--- config.mk ---
export PLATFORM = sky130hd
export DESIGN_NAME = sram_rw_port_arbiter
export DESIGN_NICKNAME = d
export VERILOG_FILES = /design/src/rtl/sram_arb_pkg.sv /design/src/rtl/sram_rsp_fifo.sv /design/src/rtl/sram_rw_port_arbiter.sv
export SDC_FILE = /design/constraint.sdc
export NUM_CORES = 1
export LEC_CHECK = 0
export ABC_CLOCK_PERIOD_IN_PS = 5900
export CAP_MARGIN = 10
export CELL_PAD_IN_SITES_DETAIL_PLACEMENT = 1
export CELL_PAD_IN_SITES_GLOBAL_PLACEMENT = 1
export CORE_MARGIN = 2
export CORE_UTILIZATION = 29
export CTS_CLUSTER_DIAMETER = 50
export DETAILED_ROUTE_END_ITERATION = 8
export GPL_ROUTABILITY_DRIVEN = 0
export HOLD_SLACK_MARGIN = 0.03
export PLACE_DENSITY = 0.87
export SKIP_CTS_REPAIR_TIMING = 1
export SLEW_MARGIN = 10
export SYNTH_ARGS = -nofsm -noshare
export SYNTH_HDL_FRONTEND = slang
export SYNTH_SLANG_ARGS = --single-unit
--- constraint.sdc ---
create_clock -name i_clock -period 5.9 [get_ports i_clock]
set_input_delay 0.885 -clock i_clock [delete_from_list [all_inputs] [get_ports i_clock]]
set_output_delay 0.885 -clock i_clock [all_outputs]
set_load 0.03 [all_outputs]
--- src/rtl/sram_arb_pkg.sv ---
// rtl/sram_arb_pkg.sv - shared sizes and FSM states for the SRAM RW port arbiter
package sram_arb_pkg;

  localparam int DEPTH       = 64;
  localparam int ADDR_W      = 6;
  localparam int DATA_W      = 114;
  localparam int LANES       = 2;
  localparam int LANE_W      = DATA_W / LANES;
  localparam int RSP_Q_DEPTH = 2;

  // Sweep first (zero-fill), then normal arbitration until the next reset
  typedef enum logic [0:0] {
    ST_INIT = 1'b0,
    ST_RUN  = 1'b1
  } state_t;

endpackage

--- src/rtl/sram_rsp_fifo.sv ---
// rtl/sram_rsp_fifo.sv - 2-entry synchronous response FIFO, head data always visible
module sram_rsp_fifo
  import sram_arb_pkg::*;
#(
  parameter int W = DATA_W
) (
  input  logic         i_clock,
  input  logic         i_reset,
  input  logic         i_push,
  input  logic [W-1:0] i_data,
  input  logic         i_pop,
  output logic [W-1:0] o_data,
  output logic [1:0]   o_count
);

  logic [W-1:0] r_mem [RSP_Q_DEPTH];
  logic         r_wr_ptr;
  logic         r_rd_ptr;
  logic [1:0]   r_count;

  // Pointer and occupancy tracking; push and pop may coincide
  always_ff @(posedge i_clock) begin
    if (i_reset) begin
      r_wr_ptr <= 1'b0;
      r_rd_ptr <= 1'b0;
      r_count  <= 2'd0;
    end else begin
      assert (!(i_push && !i_pop && (r_count == 2'd2)));
      if (i_push) r_wr_ptr <= ~r_wr_ptr;
      if (i_pop)  r_rd_ptr <= ~r_rd_ptr;
      r_count <= r_count + {1'b0, i_push} - {1'b0, i_pop};
    end
  end

  // Data storage needs no reset; occupancy decides what is valid
  always_ff @(posedge i_clock) begin
    if (i_push) r_mem[r_wr_ptr] <= i_data;
  end

  assign o_data  = r_mem[r_rd_ptr];
  assign o_count = r_count;

endmodule

--- src/rtl/sram_rw_port_arbiter.sv ---
// rtl/sram_rw_port_arbiter.sv - zero-fill, round-robin RW arbitration and read response queue for one SRAM port
module sram_rw_port_arbiter
  import sram_arb_pkg::*;
(
  input  logic              i_clock,
  input  logic              i_reset,
  input  logic              i_w_valid,
  output logic              o_w_ready,
  input  logic [ADDR_W-1:0] i_w_addr,
  input  logic [LANES-1:0]  i_w_mask,
  input  logic [DATA_W-1:0] i_w_data,
  input  logic              i_r_valid,
  output logic              o_r_ready,
  input  logic [ADDR_W-1:0] i_r_addr,
  output logic              o_rsp_valid,
  input  logic              i_rsp_ready,
  output logic [DATA_W-1:0] o_rsp_data,
  output logic              o_init_done,
  output logic [ADDR_W-1:0] o_sram_addr,
  output logic              o_sram_en,
  output logic              o_sram_wmode,
  output logic [LANES-1:0]  o_sram_wmask,
  output logic [DATA_W-1:0] o_sram_wdata,
  input  logic [DATA_W-1:0] i_sram_rdata
);

  state_t            r_state;
  logic [ADDR_W-1:0] r_ptr;
  logic              r_init_done;
  logic              r_inflight;
  logic              r_rr;

  logic [1:0]        w_q_count;
  logic [DATA_W-1:0] w_q_data;
  logic              w_pop;
  logic [2:0]        w_credit;
  logic              w_rd_elig;
  logic              w_run;
  logic              w_contend;
  logic              w_grant_w;
  logic              w_grant_r;

  // A read may only start if its response is guaranteed a queue slot
  assign w_run       = (r_state == ST_RUN) && !i_reset;
  assign o_rsp_valid = !i_reset && (w_q_count != 2'd0);
  assign w_pop       = o_rsp_valid && i_rsp_ready;
  assign w_credit    = {1'b0, w_q_count} + {2'b00, r_inflight} - {2'b00, w_pop};
  assign w_rd_elig   = w_credit < 3'd2;

  // Round-robin only applies when both sides could actually be served
  assign w_contend = i_w_valid && i_r_valid && w_rd_elig;
  assign w_grant_w = w_run && i_w_valid && !(w_contend && r_rr);
  assign w_grant_r = w_run && i_r_valid && w_rd_elig && !(w_contend && !r_rr);

  assign o_w_ready   = w_grant_w;
  assign o_r_ready   = w_grant_r;
  assign o_init_done = r_init_done && !i_reset;
  assign o_rsp_data  = o_rsp_valid ? w_q_data : '0;

  // Drive the macro port: sweep write, granted write, granted read, or idle
  always_comb begin
    o_sram_en    = 1'b0;
    o_sram_wmode = 1'b0;
    o_sram_addr  = '0;
    o_sram_wmask = '0;
    o_sram_wdata = '0;
    if (!i_reset && (r_state == ST_INIT)) begin
      o_sram_en    = 1'b1;
      o_sram_wmode = 1'b1;
      o_sram_addr  = r_ptr;
      o_sram_wmask = '1;
    end else if (w_grant_w) begin
      o_sram_en    = 1'b1;
      o_sram_wmode = 1'b1;
      o_sram_addr  = i_w_addr;
      o_sram_wmask = i_w_mask;
      o_sram_wdata = i_w_data;
    end else if (w_grant_r) begin
      o_sram_en    = 1'b1;
      o_sram_addr  = i_r_addr;
    end
  end

  // Sweep FSM, read-in-flight flag and round-robin pointer
  always_ff @(posedge i_clock) begin
    if (i_reset) begin
      r_state     <= ST_INIT;
      r_ptr       <= '0;
      r_init_done <= 1'b0;
      r_inflight  <= 1'b0;
      r_rr        <= 1'b0;
    end else begin
      r_inflight <= w_grant_r;
      if (r_state == ST_INIT) begin
        r_ptr <= r_ptr + 1'b1;
        if (r_ptr == ADDR_W'(DEPTH - 1)) begin
          r_state     <= ST_RUN;
          r_init_done <= 1'b1;
        end
      end
      if (w_run && w_contend) r_rr <= ~r_rr;
    end
  end

  sram_rsp_fifo #(.W(DATA_W)) u_rsp_fifo (
    .i_clock (i_clock),
    .i_reset (i_reset),
    .i_push  (r_inflight),
    .i_data  (i_sram_rdata),
    .i_pop   (w_pop),
    .o_data  (w_q_data),
    .o_count (w_q_count)
  );

endmodule

Yosys cells after proc, flatten, opt, wreduce, memory -nomap -nowiden
Memories as Yosys holds them, arrays and structs flattened. A register that Yosys moved wholly into a read port is not among the register bits.
Index checks and enable logic that the tools add are counted.
W data, S select, Z words.
{"block": "totals", "reg_bits": 14, "mem_bits_rw": 228, "rom_bits": 0, "inputBits": 247, "output_inout_bits": 242, "latchBits": 0, "memories": 1, "word_cells": 60}
{"block": "classes", "shifts": 0, "order_cmp": 1, "n_bitwise": 4, "n_eq_ne": 1, "muxes": 19, "div_mod_pow": 0, "add_sub_neg": 5, "mul": 0, "reduce_logical": 21}
{"name": "u_rsp_fifo.r_mem", "depth": 2, "width": 114, "read_ports": 1, "rd_clocked_by_memory_dff": 1, "write_ports": 1, "line": "sram_rsp_fifo.sv:16", "rtl": "logic [W-1:0] r_mem [RSP_Q_DEPTH];"}
{"op": "$mux W114", "count": 3}
{"op": "$mux W6", "count": 3}
{"op": "$logic_and A1 B1 Y1", "count": 15}
{"op": "$mux W1", "count": 11}
{"op": "$add A6 B1 Y6 const B", "count": 1}
{"op": "$eq A6 B6 Y1 const B", "count": 1}
{"op": "$logic_not A1 Y1", "count": 4}
{"op": "$mux W2", "count": 2}
{"op": "$not A1 Y1", "count": 4}
{"op": "$add A2 B1 Y3", "count": 1}
{"op": "$lt A3 B2 Y1 const B", "count": 1}
{"op": "$sub A3 B1 Y3", "count": 1}
{"op": "$add A2 B1 Y2", "count": 1}
{"op": "$reduce_and A2 Y1", "count": 1}
{"op": "$reduce_bool A2 Y1", "count": 1}
{"op": "$sub A2 B1 Y2", "count": 1}

Longest topological paths before layout
{"block": "depth", "depth_word": 12, "ltp_mapped": 14, "ltp_nobuf": 9}

Hierarchy
From an unflattened synthesis, not the netlist that was laid out.
{"block": "hier_totals", "hier_cells": 699, "hier_area_um2": 10884.2}
{"module": "sram_rsp_fifo", "area_each_um2": 8680.8, "instances": 1, "cells_each": 374, "seq_area_each_um2": 6946.7}
{"module": "sram_rw_port_arbiter", "area_each_um2": 2203.4, "instances": 1, "cells_each": 325, "seq_area_each_um2": 200.2}

Least setup slack after synthesis
No wires, ideal clock.
{"block": "synth_timing", "kind": "reg2reg", "from": "reg r_inflight", "to": "mem u_rsp_fifo.r_mem[0][0] (netlist name), enable pin", "synth_period_minus_slack_ns": 5.994, "arrival_time_ns": 5.392, "path_stages_with_launch": 2, "t_required_ns": 5.298, "n_path_buf": 0, "path_slack_ns": -0.094, "path_cell_list": "dfxtp_1 > nor2b_1"}
{"block": "synth_via", "elab_chain_len": 2}
{"item": "from (decl)", "line": "sram_rw_port_arbiter.sv:30", "rtl": "logic r_inflight;"}
{"item": "from (signal assigned)", "line": "sram_rw_port_arbiter.sv:93", "rtl": "r_inflight <= w_grant_r;"}
{"item": "$mux W1", "line": "sram_rsp_fifo.sv:37", "rtl": "if (i_push) r_mem[r_wr_ptr] <= i_data;"}
{"item": "$mux W1 (implied by the code)", "line": "sram_rsp_fifo.sv:37"}
{"item": "to (decl)", "line": "sram_rsp_fifo.sv:16"}
Every way passes these cells.

Final worst setup path
{"block": "layout_timing", "from": "in i_reset", "to": "out o_sram_wdata[12]"}
{"block": "layout_via", "elab_chain_len": 11, "elab_cells_between_ends": 14, "cone_classes": "add/sub (1); order compare (1); mux (2); reduce/logical (10)"}
{"item": "from (decl)", "line": "sram_rw_port_arbiter.sv:6", "rtl": "input logic i_reset,"}
{"item": "$logic_not A1 Y1", "line": "sram_rw_port_arbiter.sv:45", "rtl": "assign o_rsp_valid = !i_reset && (w_q_count != 2'd0);"}
{"item": "$logic_and A1 B1 Y1", "line": "sram_rw_port_arbiter.sv:45"}
{"item": "$logic_and A1 B1 Y1", "line": "sram_rw_port_arbiter.sv:46", "rtl": "assign w_pop = o_rsp_valid && i_rsp_ready;"}
{"item": "via u_rsp_fifo.i_pop", "line": "sram_rsp_fifo.sv:11", "rtl": "input logic i_pop,"}
{"item": "$sub A3 B1 Y3", "line": "sram_rw_port_arbiter.sv:47", "rtl": "assign w_credit = {1'b0, w_q_count} + {2'b00, r_inflight} - {2'b00, w_pop};"}
{"item": "$lt A3 B2 Y1", "line": "sram_rw_port_arbiter.sv:48", "rtl": "assign w_rd_elig = w_credit < 3'd2;"}
{"item": "$logic_and A1 B1 Y1", "line": "sram_rw_port_arbiter.sv:51", "rtl": "assign w_contend = i_w_valid && i_r_valid && w_rd_elig;"}
{"item": "$logic_and A1 B1 Y1", "line": "sram_rw_port_arbiter.sv:52", "rtl": "assign w_grant_w = w_run && i_w_valid && !(w_contend && r_rr);"}
{"item": "$logic_not A1 Y1", "line": "sram_rw_port_arbiter.sv:52"}
{"item": "$logic_and A1 B1 Y1", "line": "sram_rw_port_arbiter.sv:52"}
{"item": "$mux W114", "line": "sram_rw_port_arbiter.sv:72", "rtl": "end else if (w_grant_w) begin"}
{"item": "$mux W114", "line": "sram_rw_port_arbiter.sv:67", "rtl": "if (!i_reset && (r_state == ST_INIT)) begin"}
{"item": "to (decl)", "line": "sram_rw_port_arbiter.sv:23", "rtl": "output logic [DATA_W-1:0] o_sram_wdata,"}
The timed path passes the listed nets, and every way through them passes these cells.

==> flow_metrics.py <==
metrics = {
    "cts": {
        "cts.clk_slew.worst_paths_ns": 0.06,
        "ctsLongestPathBuffers": 3,
        "insertion_delay_ns": 0.55,
        "cts_buffers": 30,
        "cts_tree": "done",
        "cts.sinks": 243,
        "cts_root_buf": "clkbuf_16",
        "h-tree-depth": 1,
    },
    "critical_path": {
        "crit_end": "o_sram_wdata[12]",
        "rrSetupSlack_ns": 3.37,
        "path_class": "primary input to primary output",
        "worstPathCellList": "clkdlybuf4s50_1 > o21bai_4 > nor2_1 > ha_1 > inv_1 > ha_1 > fa_1 > xnor2_1 > o311a_4 > buf_4 > and2_1 > buf_12",
        "startpoint": "i_reset",
        "reg2reg_to": "r_rr",
        "cp.arrival_ns": 4.28,
        "ff2ff_path_depth": 9,
        "setup.worst_path.end_class": "primary output",
        "crit_fanout": 62,
        "cp_slowest_cell": "o311a_4",
        "cpMostUsedCell": "ha_1",
        "critPathMaxStageDelay_ns": 0.58,
        "reg2reg_from": "u_rsp_fifo.o_count[0]",
        "start_kind": "primary input",
        "cp.required_ns": 5.02,
    },
    "logic_synthesis": {
        "synth_area_leaders": "edfxtp_1 (68%), mux2i_1 (11%), and2_1 (7.5%)",
        "synthCells": 700,
        "synth_top_area_share_pct": 67.5,
        "ys_ff_latch": 243,
        "yosys.area.top_type": "edfxtp_1",
        "synth_ff_type": "edfxtp_1",
        "synth_most_common_cell": "edfxtp_1",
        "async_flop_share_pct": 0,
        "synth.avg_cell_area_um2": 14.5,
        "synth_common_cells": "edfxtp_1 (228), nor2_1 (123), and2_1 (121)",
        "syn-cell-area_um2": 10100,
        "synth-edff-count": 228,
        "synth.yosys.seq_area_share_pct": 70.5,
        "syn-num-nets": 951,
        "synth.distinct_cells": 32,
        "yosysWarningCount": 0,
    },
    "placement": {
        "dpl_cell_area_um2": 15600,
        "hpwl_um": 26500,
        "port_buffers": 488,
        "place_inst": 1612,
    },
    "global_route": {
        "grt_util_all_layers_pct": 18.7,
        "overflow": 0,
        "grt_pass1_wl_um": 51200,
        "grt_max_degree": 70,
        "antenna_found_initial": 4,
        "grt_pass1_vias": 8297,
    },
    "cells_and_area": {
        "fin_cells": 1672,
        "fin_area_um2": 16600,
        "layout-drive-gt1-share_pct": 15.9,
        "nets": 1440,
        "final_core_util_pct": 48.2,
        "syn2layout_area_growth_pct": 63.7,
        "fillers": 3499,
    },
    "floorplanning": {
        "start_util_pct": 29.4,
        "die_h_um": 191,
        "die-width_um": 191,
        "rows": 68,
        "ios": 489,
        "coreArea_um2": 34500,
        "dieArea_um2": 36500,
    },
    "power_and_ir_drop": {
        "power.clock.fraction_pct": 47.1,
        "p_per_area_nw_per_um2": 239,
        "p_leak_nw": 5.77,
        "peakVddDrop_mv": 0.204,
        "sw_frac_of_total_pct": 20.2,
        "p_comb_share_pct": 5.3,
        "intPower_mw": 3.16,
        "p_seq_share_pct": 47.6,
        "switchingPower_uw": 799,
    },
    "job": {
        "maxCapViolations": 0,
    },
    "timing": {
        "clock-skew-final_ns": 0.0219,
        "fmax_ghz": 0.193,
        "setup_tns_ns": 0,
        "rsz0062_at_grt": "no",
        "holdWs_ns": 0.509,
        "worst-slew-pin-transition_ns": 1.02,
        "drv_slew": 0,
        "post-route-min-period_ns": 5.17,
        "hold_viol": 0,
        "maxSlewHeadroom_pct": 32.1,
        "setup_viol": 0,
        "fin_crit_sh_pct": 87.6,
    },
    "detailed_routing": {
        "drc": 0,
        "drtAntennaViolNets": 0,
        "dr.pass1.iters": 5,
        "wl_per_cell_um": 21.5,
        "vias": 7519,
        "via_per_inst": 4.50,
        "drtIter0Drc": 304,
        "drt_wl_total_um": 35900,
    },
    "outcome": {
        "status": "finished, final reports clean",
    },
    "min_path": {
        "hold_class": "register to register",
    },
}
==> logic make-up after synthesis <==
logic type      count (synthesis)  synth area share [%]
compound gates                 19                  1.56
xor+xnor                        6                 0.518
fa+ha+maj                       4                 0.568
buf+inv                        48                  2.09
flops                         243                  70.5
mux                           115                  11.4
simple gates                  265                  13.4
==> worst min-delay path by stage <==
stage | startpoint | endpoint | slack, ns | cells past startpoint
4_1_cts | r_ptr[5] | r_ptr[5] | 0.51 | 2
5_1_grt | r_rr | r_rr | 0.55 | 2
6_report | r_ptr[5] | r_ptr[5] | 0.51 | 2
3_5_place_dp | r_ptr[5] | r_ptr[5] | 0.50 | 2
3_3_place_gp | r_ptr[5] | r_ptr[5] | 0.48 | 2
2_1_floorplan | r_ptr[5] | r_ptr[5] | 0.46 | 2
==> power groups by stage <==
stage / Combinational, mW / Clock (mW) / Sequential, mW
after detailed placement: 0.209 / 0 / 1.92
after global placement: 0.201 / 0 / 1.92
after floorplan: 0.0152 / 0 / 1.92
final: 0.210 / 1.87 / 1.89
after global routing: 0.221 / 1.97 / 1.89
after CTS: 0.210 / 1.92 / 1.89
==> cells in the final DEF, fill, tap and decap left out, types with 2 or more instances in the layout <==
master and count:
ha_1 3, bufinv_16 4, clkinv_8 2, clkbuf_16 30, clkinv_2 5, nor2_1 123
buf_12 29, clkbuf_1 5, xnor2_1 3, edfxtp_1 228, nand4b_1 2, and2_1 120
a21o_1 2, nor2b_1 6, dfxtp_1 14, a221o_1 6, xor2_1 3, mux2i_1 115
inv_1 6, a21oi_1 4, clkinv_4 2, buf_4 107, clkdlybuf4s50_1 363, diode_2 4
clkinvlp_4 3, nand2_1 3, inv_6 3, o21ai_0 2, or3_1 3
==> worst max-delay path: cells and delay by family <==
kind	cells	cell delay (ns)
adders and majority gates	3	0.87
and+or+nand+nor	2	0.32
buffers and inverters	4	1.06
xor gates and xnor gates	1	0.40
AOI/OAI and AO/OA	2	0.70
==> layout make-up <==
class                           instances  area, um^2  share of cell area (%)
Timing Repair Buffer                  499        5020                    30.2
Clock buffer                           35         769                    4.64
Sequential cell                       243        7150                    43.1
Multi-Input combinational cell        409        2800                    16.9
Clock inverter                         21         259                    1.56
Antenna cell                            4        10.0                  0.0603
Tap cell                              455         569                    3.43
Inverter                                6        22.5                   0.136
==> flip-flops by register name, indices dropped and copies added, names as in the netlist, named ones only <==
signal,flops
r_ptr,6
r_init_done,1
u_rsp_fifo.r_mem,228
u_rsp_fifo.r_wr_ptr,1
r_state,1
u_rsp_fifo.r_rd_ptr,1
r_rr,1
r_inflight,1
u_rsp_fifo.o_count,2
==> stage by stage <==
| step | worst slack (ns) | total power, mW |
|---|---|---|
| 2_1_floorplan | 0.796 | 1.94 |
| 6_report | 0.732 | 3.96 |
| 3_5_place_dp | 0.716 | 2.13 |
| 5_1_grt | 0.538 | 4.08 |
| 4_1_cts | 0.715 | 4.02 |
| 3_3_place_gp | 0.951 | 2.12 |
==> routing by layer <==
layer	vias to the layer above	share of wire (%)	track usage (%)
met5	-	0	0
met4	0	3.5	6.80
met3	70	7.4	5.18
met2	300	51	33.2
met1	3666	38	21.5
li1	3483	-	-
Power figures use the tool's default switching activity.
